$ cat config.mk
export PLATFORM = sky130hd
export DESIGN_NAME = ring_rotate_swap
export DESIGN_NICKNAME = d
export VERILOG_FILES = /design/src/rtl/ring_pkg.sv /design/src/rtl/ring_xor_fold.sv /design/src/rtl/ring_rotate_swap.sv
export SDC_FILE = /design/constraint.sdc
export NUM_CORES = 1
export LEC_CHECK = 0
export ABC_AREA = 1
export BUFFER_PORTS_ARGS = -buffer_cell sky130_fd_sc_hd__buf_2
export CORE_ASPECT_RATIO = 1.5
export CORE_MARGIN = 4
export CORE_UTILIZATION = 30
export DETAILED_ROUTE_END_ITERATION = 16
export GPL_TIMING_DRIVEN = 0
export SETUP_SLACK_MARGIN = 0.4
export SYNTH_ARGS = -nofsm -noshare
export SYNTH_HDL_FRONTEND = slang
export SYNTH_SLANG_ARGS = --single-unit
$ cat constraint.sdc
create_clock -name clk -period 1.7 [get_ports clk]
set_input_delay 0.255 -clock clk [delete_from_list [all_inputs] [get_ports clk]]
set_output_delay 0.255 -clock clk [all_outputs]
set_load 0.05 [all_outputs]
$ cat src/rtl/ring_pkg.sv
// Shared types and constants for the ring rotate/swap shuffle element.
package ring_pkg;

  typedef enum logic [1:0] {
    IDLE = 2'd0,
    RUN  = 2'd1,
    DONE = 2'd2
  } state_t;

  localparam logic MODE_ROTATE = 1'b0;
  localparam logic MODE_SWAP   = 1'b1;
  localparam logic DIR_UP      = 1'b0;
  localparam logic DIR_DOWN    = 1'b1;

endpackage

$ cat src/rtl/ring_xor_fold.sv
// Combinational XOR-fold of DEPTH packed WIDTH-bit entries into one WIDTH-bit word.
module ring_xor_fold #(
  parameter int WIDTH = 8,
  parameter int DEPTH = 4
) (
  input  logic [DEPTH*WIDTH-1:0] i_data,
  output logic [WIDTH-1:0]       o_fold
);

  // NOTE: every variable written in always_comb gets a default first, so no path can infer a latch.
  always_comb begin
    o_fold = '0;
    for (int i = 0; i < DEPTH; i++) begin
      o_fold = o_fold ^ i_data[i*WIDTH +: WIDTH];
    end
  end

endmodule

$ cat src/rtl/ring_rotate_swap.sv
// Register ring with burst rotate / pairwise-swap operations and a done pulse.
// Optional XOR-fold integrity checker enabled by defining RING_INTEGRITY_EN.
module ring_rotate_swap
  import ring_pkg::*;
#(
  parameter int WIDTH  = 8,
  parameter int DEPTH  = 4,
  parameter int STEP_W = 8
) (
  input  logic                   clk,
  input  logic                   rst,
  input  logic                   load,
  input  logic [DEPTH*WIDTH-1:0] load_data,
  input  logic                   start,
  input  logic [STEP_W-1:0]      steps,
  input  logic                   mode,
  input  logic                   dir,
  input  logic                   hold,
  output logic [DEPTH*WIDTH-1:0] q,
  output logic                   busy,
  output logic                   done,
  output logic [STEP_W-1:0]      steps_left,
  output logic                   integrity_err
);

  logic [DEPTH-1:0][WIDTH-1:0] r_ring;
  logic [DEPTH-1:0][WIDTH-1:0] w_next;
  state_t                      r_state;
  logic                        r_mode;
  logic                        r_dir;
  logic [STEP_W-1:0]           r_steps_left;
  logic                        r_done;
  logic                        w_op;

  assign w_op = (r_state == RUN) && !hold;

  // Next ring contents are computed from the current snapshot only, so entries never see a half-updated neighbour.
  always_comb begin
    w_next = r_ring;
    if (w_op) begin
      if (r_mode == MODE_SWAP) begin
        for (int i = 0; i + 1 < DEPTH; i += 2) begin
          w_next[i]   = r_ring[i+1];
          w_next[i+1] = r_ring[i];
        end
      end else if (r_dir == DIR_UP) begin
        for (int i = 0; i < DEPTH; i++) begin
          w_next[(i+1) % DEPTH] = r_ring[i];
        end
      end else begin
        for (int i = 0; i < DEPTH; i++) begin
          w_next[i] = r_ring[(i+1) % DEPTH];
        end
      end
    end
  end

  // NOTE: sequential state uses non-blocking assignments so all entries commit together at the edge.
  always_ff @(posedge clk) begin
    if (rst) begin
      // NOTE: the ring storage is reset explicitly because its reset contents are visible on q.
      r_ring       <= '0;
      r_state      <= IDLE;
      r_mode       <= MODE_ROTATE;
      r_dir        <= DIR_UP;
      r_steps_left <= '0;
      r_done       <= 1'b0;
    end else begin
      r_ring <= w_next;
      r_done <= 1'b0;
      case (r_state)
        IDLE: begin
          if (load) begin
            r_ring <= load_data;
          end else if (start) begin
            r_mode <= mode;
            r_dir  <= dir;
            if (steps == '0) begin
              r_state <= DONE;
              r_done  <= 1'b1;
            end else begin
              r_steps_left <= steps;
              r_state      <= RUN;
            end
          end
        end
        RUN: begin
          if (!hold) begin
            r_steps_left <= r_steps_left - STEP_W'(1);
            if (r_steps_left == STEP_W'(1)) begin
              r_state <= DONE;
              r_done  <= 1'b1;
            end
          end
        end
        default: begin
          r_state <= IDLE;
        end
      endcase
    end
  end

  assign q          = r_ring;
  assign busy       = (r_state != IDLE);
  assign done       = r_done;
  assign steps_left = r_steps_left;

`ifdef RING_INTEGRITY_EN
  logic [WIDTH-1:0] w_fold;
  logic [WIDTH-1:0] r_fold_ref;
  logic             r_integrity_err;

  // In IDLE without load, w_next equals the current ring, so one fold unit serves both latch and compare.
  ring_xor_fold #(
    .WIDTH (WIDTH),
    .DEPTH (DEPTH)
  ) u_fold (
    .i_data (w_next),
    .o_fold (w_fold)
  );

  always_ff @(posedge clk) begin
    if (rst) begin
      r_fold_ref      <= '0;
      r_integrity_err <= 1'b0;
    end else begin
      if ((r_state == IDLE) && !load && start) begin
        r_fold_ref <= w_fold;
      end
      if ((r_state == RUN) && (w_fold != r_fold_ref)) begin
        r_integrity_err <= 1'b1;
      end
    end
  end

  assign integrity_err = r_integrity_err;
`else
  assign integrity_err = 1'b0;
`endif

endmodule

## Word level (Yosys, flattened, before mapping)

Index checks and enable logic that the tools add are counted.

| storage, ports and cells | value |
|---|---|
| flip-flop bits (word level) | 45 |
| bits of input ports | 47 |
| output and inout bits | 43 |
| logic and storage cells | 49 |

| operators by class | value |
|---|---|
| $add $sub $neg | 1 |
| equal/unequal tests | 7 |
| muxes and demuxes | 22 |
| bitwise operators | 1 |
| reduce and logical (&&, ||, !) cells | 9 |

Operators by type and width:

| kind | number |
|---|---|
| $mux 32 | 5 |
| $mux 8 | 4 |
| $pmux 8 s2 | 1 |
| $mux 2 | 5 |
| $eq 8x1->1 const B | 1 |
| $logic_not 8->1 | 1 |
| $ne 2x2->1 const B | 4 |
| $sub 8x1->8 const B | 1 |
| $mux 1 | 5 |
| $reduce_and 5->1 | 1 |
| $pmux 2 s2 | 1 |
| $reduce_and 4->1 | 1 |
| $reduce_bool 2->1 | 2 |
| $reduce_and 3->1 | 1 |
| $eq 2x1->1 const B | 1 |
| $logic_not 2->1 | 1 |
| $ne 2x1->1 const B | 1 |
| $pmux 1 s2 | 1 |
| $logic_and 1x1->1 | 1 |
| $logic_not 1->1 | 1 |
| $not 1->1 | 1 |

## Depth between registers and ports, before layout

| logic depth | value |
|---|---|
| depth after elaboration | 5 |
| mapped depth | 10 |
| gate-level depth less buffers | 10 |

## Least setup slack after synthesis

Ideal clock, no wire load.

| path | value |
|---|---|
| path kind | reg-to-reg |
| start | register r_steps_left[0], in the netlist steps_left[0] |
| end | register r_steps_left[2], in the netlist steps_left[2] |
| setup time | 119 ps |
| arrival time | 1457 ps |
| path slack | 123 ps |
| stages on the path, launching flop included | 9 |
| buffers on the path | 0 |
| path through | dfxtp_1 inv_1 ha_1 inv_1 nor2_1 o21ai_0 nand2_1 nand2_1 a21oi_1 |

| between the ends | value |
|---|---|
| word-level cells in the longest chain between the ends | 3 |

Ends and longest elaborated chain:

| what | line | text |
|---|---|---|
| start, declared | ring_rotate_swap.sv:31 | `logic [STEP_W-1:0] r_steps_left;` |
| start signal, assigned | ring_rotate_swap.sv:82 | `r_steps_left <= steps;` |
| start signal, assigned | ring_rotate_swap.sv:89 | `r_steps_left <= r_steps_left - STEP_W'(1);` |
| $sub 8x1->8 | ring_rotate_swap.sv:89 |  |
| $mux 8 | ring_rotate_swap.sv:88 | `if (!hold) begin` |
| $pmux 8 s2 | ring_rotate_swap.sv:71 | `case (r_state)` |

Every way passes these cells. The select of a mux whose other input is x is not followed.
A chain may end at the register's enable or synchronous reset.

## Worst setup path after layout

| path | value |
|---|---|
| start | register r_state[1] |
| end | register r_ring (netlist bit q[8]) |

| between the ends | value |
|---|---|
| word-level cells in the longest chain between the ends | 5 |
| elaborated cells between the ends (all ways) | 6 |
| classes of those cells | eq/ne: 1; mux: 3; reduce/logical: 2 |

Ends and longest elaborated chain:

| what | line | text |
|---|---|---|
| start, declared | ring_rotate_swap.sv:28 | `state_t r_state;` |
| start signal, assigned | ring_rotate_swap.sv:63 | `r_state <= IDLE;` |
| start signal, assigned | ring_rotate_swap.sv:79 | `r_state <= DONE;` |
| start signal, assigned | ring_rotate_swap.sv:83 | `r_state <= RUN;` |
| $eq 2x1->1 | ring_rotate_swap.sv:35 | `assign w_op = (r_state == RUN) && !hold;` |
| $logic_and 1x1->1 | ring_rotate_swap.sv:35 |  |
| $mux 32 | ring_rotate_swap.sv:40 | `if (w_op) begin` |
| $mux 32 | ring_rotate_swap.sv:73 | `if (load) begin` |
| $mux 32 (*) | ring_rotate_swap.sv:71 |  |
| end signal, assigned | ring_rotate_swap.sv:69 | `r_ring <= w_next;` |
| end signal, assigned | ring_rotate_swap.sv:74 | `r_ring <= load_data;` |
| end, declared | ring_rotate_swap.sv:26 | `logic [DEPTH-1:0][WIDTH-1:0] r_ring;` |

Mark *: on every way between the ends. The rest lies on a longest branch, timed or not.

==> impl_metrics.env <==
export IMPL_outcome="finished, final reports clean"
export IMPL_p_per_area_nw_per_um2=940.6
export IMPL_drc=0
export IMPL_grt_usage_pct=19.06
export IMPL_initial_utilization_pct=30.86
export IMPL_grt_pass1_wl_mm=14.31
export IMPL_core_um2=8008
export IMPL_endpoint_kind="flip-flop"
export IMPL_syn_cell_area_um2=2471
export IMPL_period_minus_slack_ns=1.328
export IMPL_synth_top_cell_area_share_pct=36.46
export IMPL_seq_area_frac_synth_pct=36.46
export IMPL_clockBufferDepth=2
export IMPL_ant_nets=0
export IMPL_final_net_count=524
export IMPL_antenna_found_initial=0
export IMPL_tightest_slew_ns=0.5324
export IMPL_synthTopCellsByArea="dfxtp_1, a21oi_1, nand2_1"
export IMPL_wl_met3_um=772
export IMPL_cts_tree="built"
export IMPL_num_vias=2963
export IMPL_ys_ff_latch=45
export IMPL_ir_worst_vdd_v=0.0004103
export IMPL_synthCells=367
export IMPL_die_area_um2=9783
export IMPL_critPathArrivalTime_ns=1.50
export IMPL_synth_avg_cell_area_um2=6.733
export IMPL_cts_made_buffers=5
export IMPL_drtPass1Iterations=4
export IMPL_min_period_over_period_pct=78.13
export IMPL_wirelength_mm=9.342
export IMPL_ys_warn_count=0
export IMPL_final_cell_area_um2=3581
export IMPL_num_rows=40
export IMPL_drtIter0Drc=212
export IMPL_setup_tns_ns=0
export IMPL_drive_gt1_share_pct=39.08
export IMPL_vias_per_cell=5.100
export IMPL_holdBufCountCts=0
export IMPL_leakage_uw=0.001625
export IMPL_synth_area_leader_cell="dfxtp_1"
export IMPL_htree_levels=2
export IMPL_place_congestion=0.8330
export IMPL_grt_pass1_vias=2896
export IMPL_power_total_uw=3368
export IMPL_grt_max_degree=15
export IMPL_skew_ns=0.005213
export IMPL_rsz0062_at_grt="yes"
export IMPL_finalHoldViolCount=0
export IMPL_wl_met2_mm=4.873
export IMPL_grt_overflow=0
export IMPL_path_clk_slew_ns=0.06
export IMPL_port_buffer_count=87
export IMPL_drv_cap=0
export IMPL_io_pins=90
export IMPL_path_max_fanout=10
export IMPL_wl_per_cell_um=16.08
export IMPL_startpoint_type="flip-flop"
export IMPL_ys_flop_type="dfxtp_1"
export IMPL_hp_class="primary input to flip-flop"
export IMPL_met1_length_mm=3.480
export IMPL_clkLatencyLatePin_ns=0.29
export IMPL_die_y_um=119.2
export IMPL_slew_violations=0
export IMPL_synth_common_cells="a21oi_1, nand2_1, dfxtp_1, o21ai_0, inv_1"
export IMPL_finish_utilization_pct=44.72
export IMPL_fin_hold_ws_ns=0.2306
export IMPL_cts_root_buf="clkbuf_16"
export IMPL_antenna_cells=0
export IMPL_dpl_instance_area_um2=3060
export IMPL_synth_edff_count=0
export IMPL_die_w_um=82.11
export IMPL_setup_worst_path_class="flip-flop to flip-flop"
export IMPL_relSlewSlack_pct=64.51
export IMPL_yosysMostFrequentCell="a21oi_1"
export IMPL_async_flop_share_pct=0
export IMPL_setup_viol=0
export IMPL_syn_to_final_growth_pct=44.91
export IMPL_fmax_mhz=752.9
export IMPL_required_ns=1.87
export IMPL_dp_final_hpwl_mm=6.535
export IMPL_syn_nets=416
export IMPL_highest_layer="met4"
export IMPL_ys_types=24
export IMPL_clock_sinks=45
## path summary, 6_finish.rpt
kind	slack [ns]	cells past startpoint	endpoint	startpoint
worst max-delay path	0.37	7	q[8]	r_state[1]
worst max register to register	0.37	7	q[8]	r_state[1]
worst min register to register	0.50	2	steps_left[1]	steps_left[1]
worst min-delay path	0.23	3	q[14]	load_data[14]
## routing by layer
metal  vias to the layer above  track usage (%)
met4                         0            8.212
met2                       112            32.74
met3                        19            3.933
met1                      1355            22.18
li1                       1477                -
met5                         -                0
## stage by stage
step,std cells,worst slack [ns]
2_1_floorplan,367,0.4066
3_3_place_gp,559,0.1228
3_5_place_dp,559,0.1039
4_1_cts,578,0.3863
5_1_grt,581,0.2902
6_report,581,0.3717
## final cells by class
| class | instances | area (µm²) |
|---|---|---|
| Clock inverter | 3 | 17.52 |
| Buffer | 23 | 193.9 |
| Clock buffer | 5 | 125.1 |
| Inverter | 38 | 156.4 |
| Fill cell | 836 | 4427 |
| Tap cell | 105 | 131.4 |
| Sequential cell | 45 | 914.6 |
| Timing Repair Buffer | 101 | 565.5 |
| Multi-Input combinational cell | 261 | 1476 |
## critical path, stage by stage, from the launching register on
cell	delay [ns]
dfxtp_2	0.34
nor2_4	0.16
inv_4	0.06
nor2_4	0.19
inv_4	0.10
buf_6	0.16
o21ai_1	0.16
a21oi_1	0.06
## cell families (layout without fill, tap and decap cells)
group | Yosys count | after routing | share of synthesized area (%)
AOI/OAI and AO/OA | 149 | 149 | 33.42
DFF | 45 | 45 | 36.46
and+or+nand+nor | 109 | 109 | 18.68
other | 1 | 1 | 0.1518
buffers and inverters | 61 | 170 | 10.28
adders and majority gates | 2 | 2 | 1.012
## repair_timing
action                     in CTS  in global routing
pin swaps                       5                 11
setup endpoints to repair      43                 45
cloned                          1                  1
gates resized for setup        45                 79
setup buffers                  10                  2
## cells in the final DEF, fill, tap and decap left out, types with 7 or more instances in the layout
cell      instances
a21oi_2           8
buf_4            20
nor2_4            7
o211ai_1         32
o21ai_0          11
o21ai_1          20
buf_2            88
o21ai_2          10
nor2_1           14
a21oi_1          68
nand2_1          66
dfxtp_1          38
inv_1            29
## sequential cells by signal, indices dropped and copies added, names as in the netlist
| signal | flops |
|---|---|
| steps_left | 8 |
| done | 1 |
| r_state | 2 |
| r_mode | 1 |
| r_dir | 1 |
| q | 32 |
## where the power goes
| group | internal (µW) | switching, µW | total (µW) |
|---|---|---|---|
| Combinational | 365 | 789 | 1150 |
| Sequential | 1150 | 97.4 | 1250 |
| Clock | 540 | 427 | 967 |
| Total | 2050 | 1310 | 3370 |
Power figures use the tool's default switching activity.
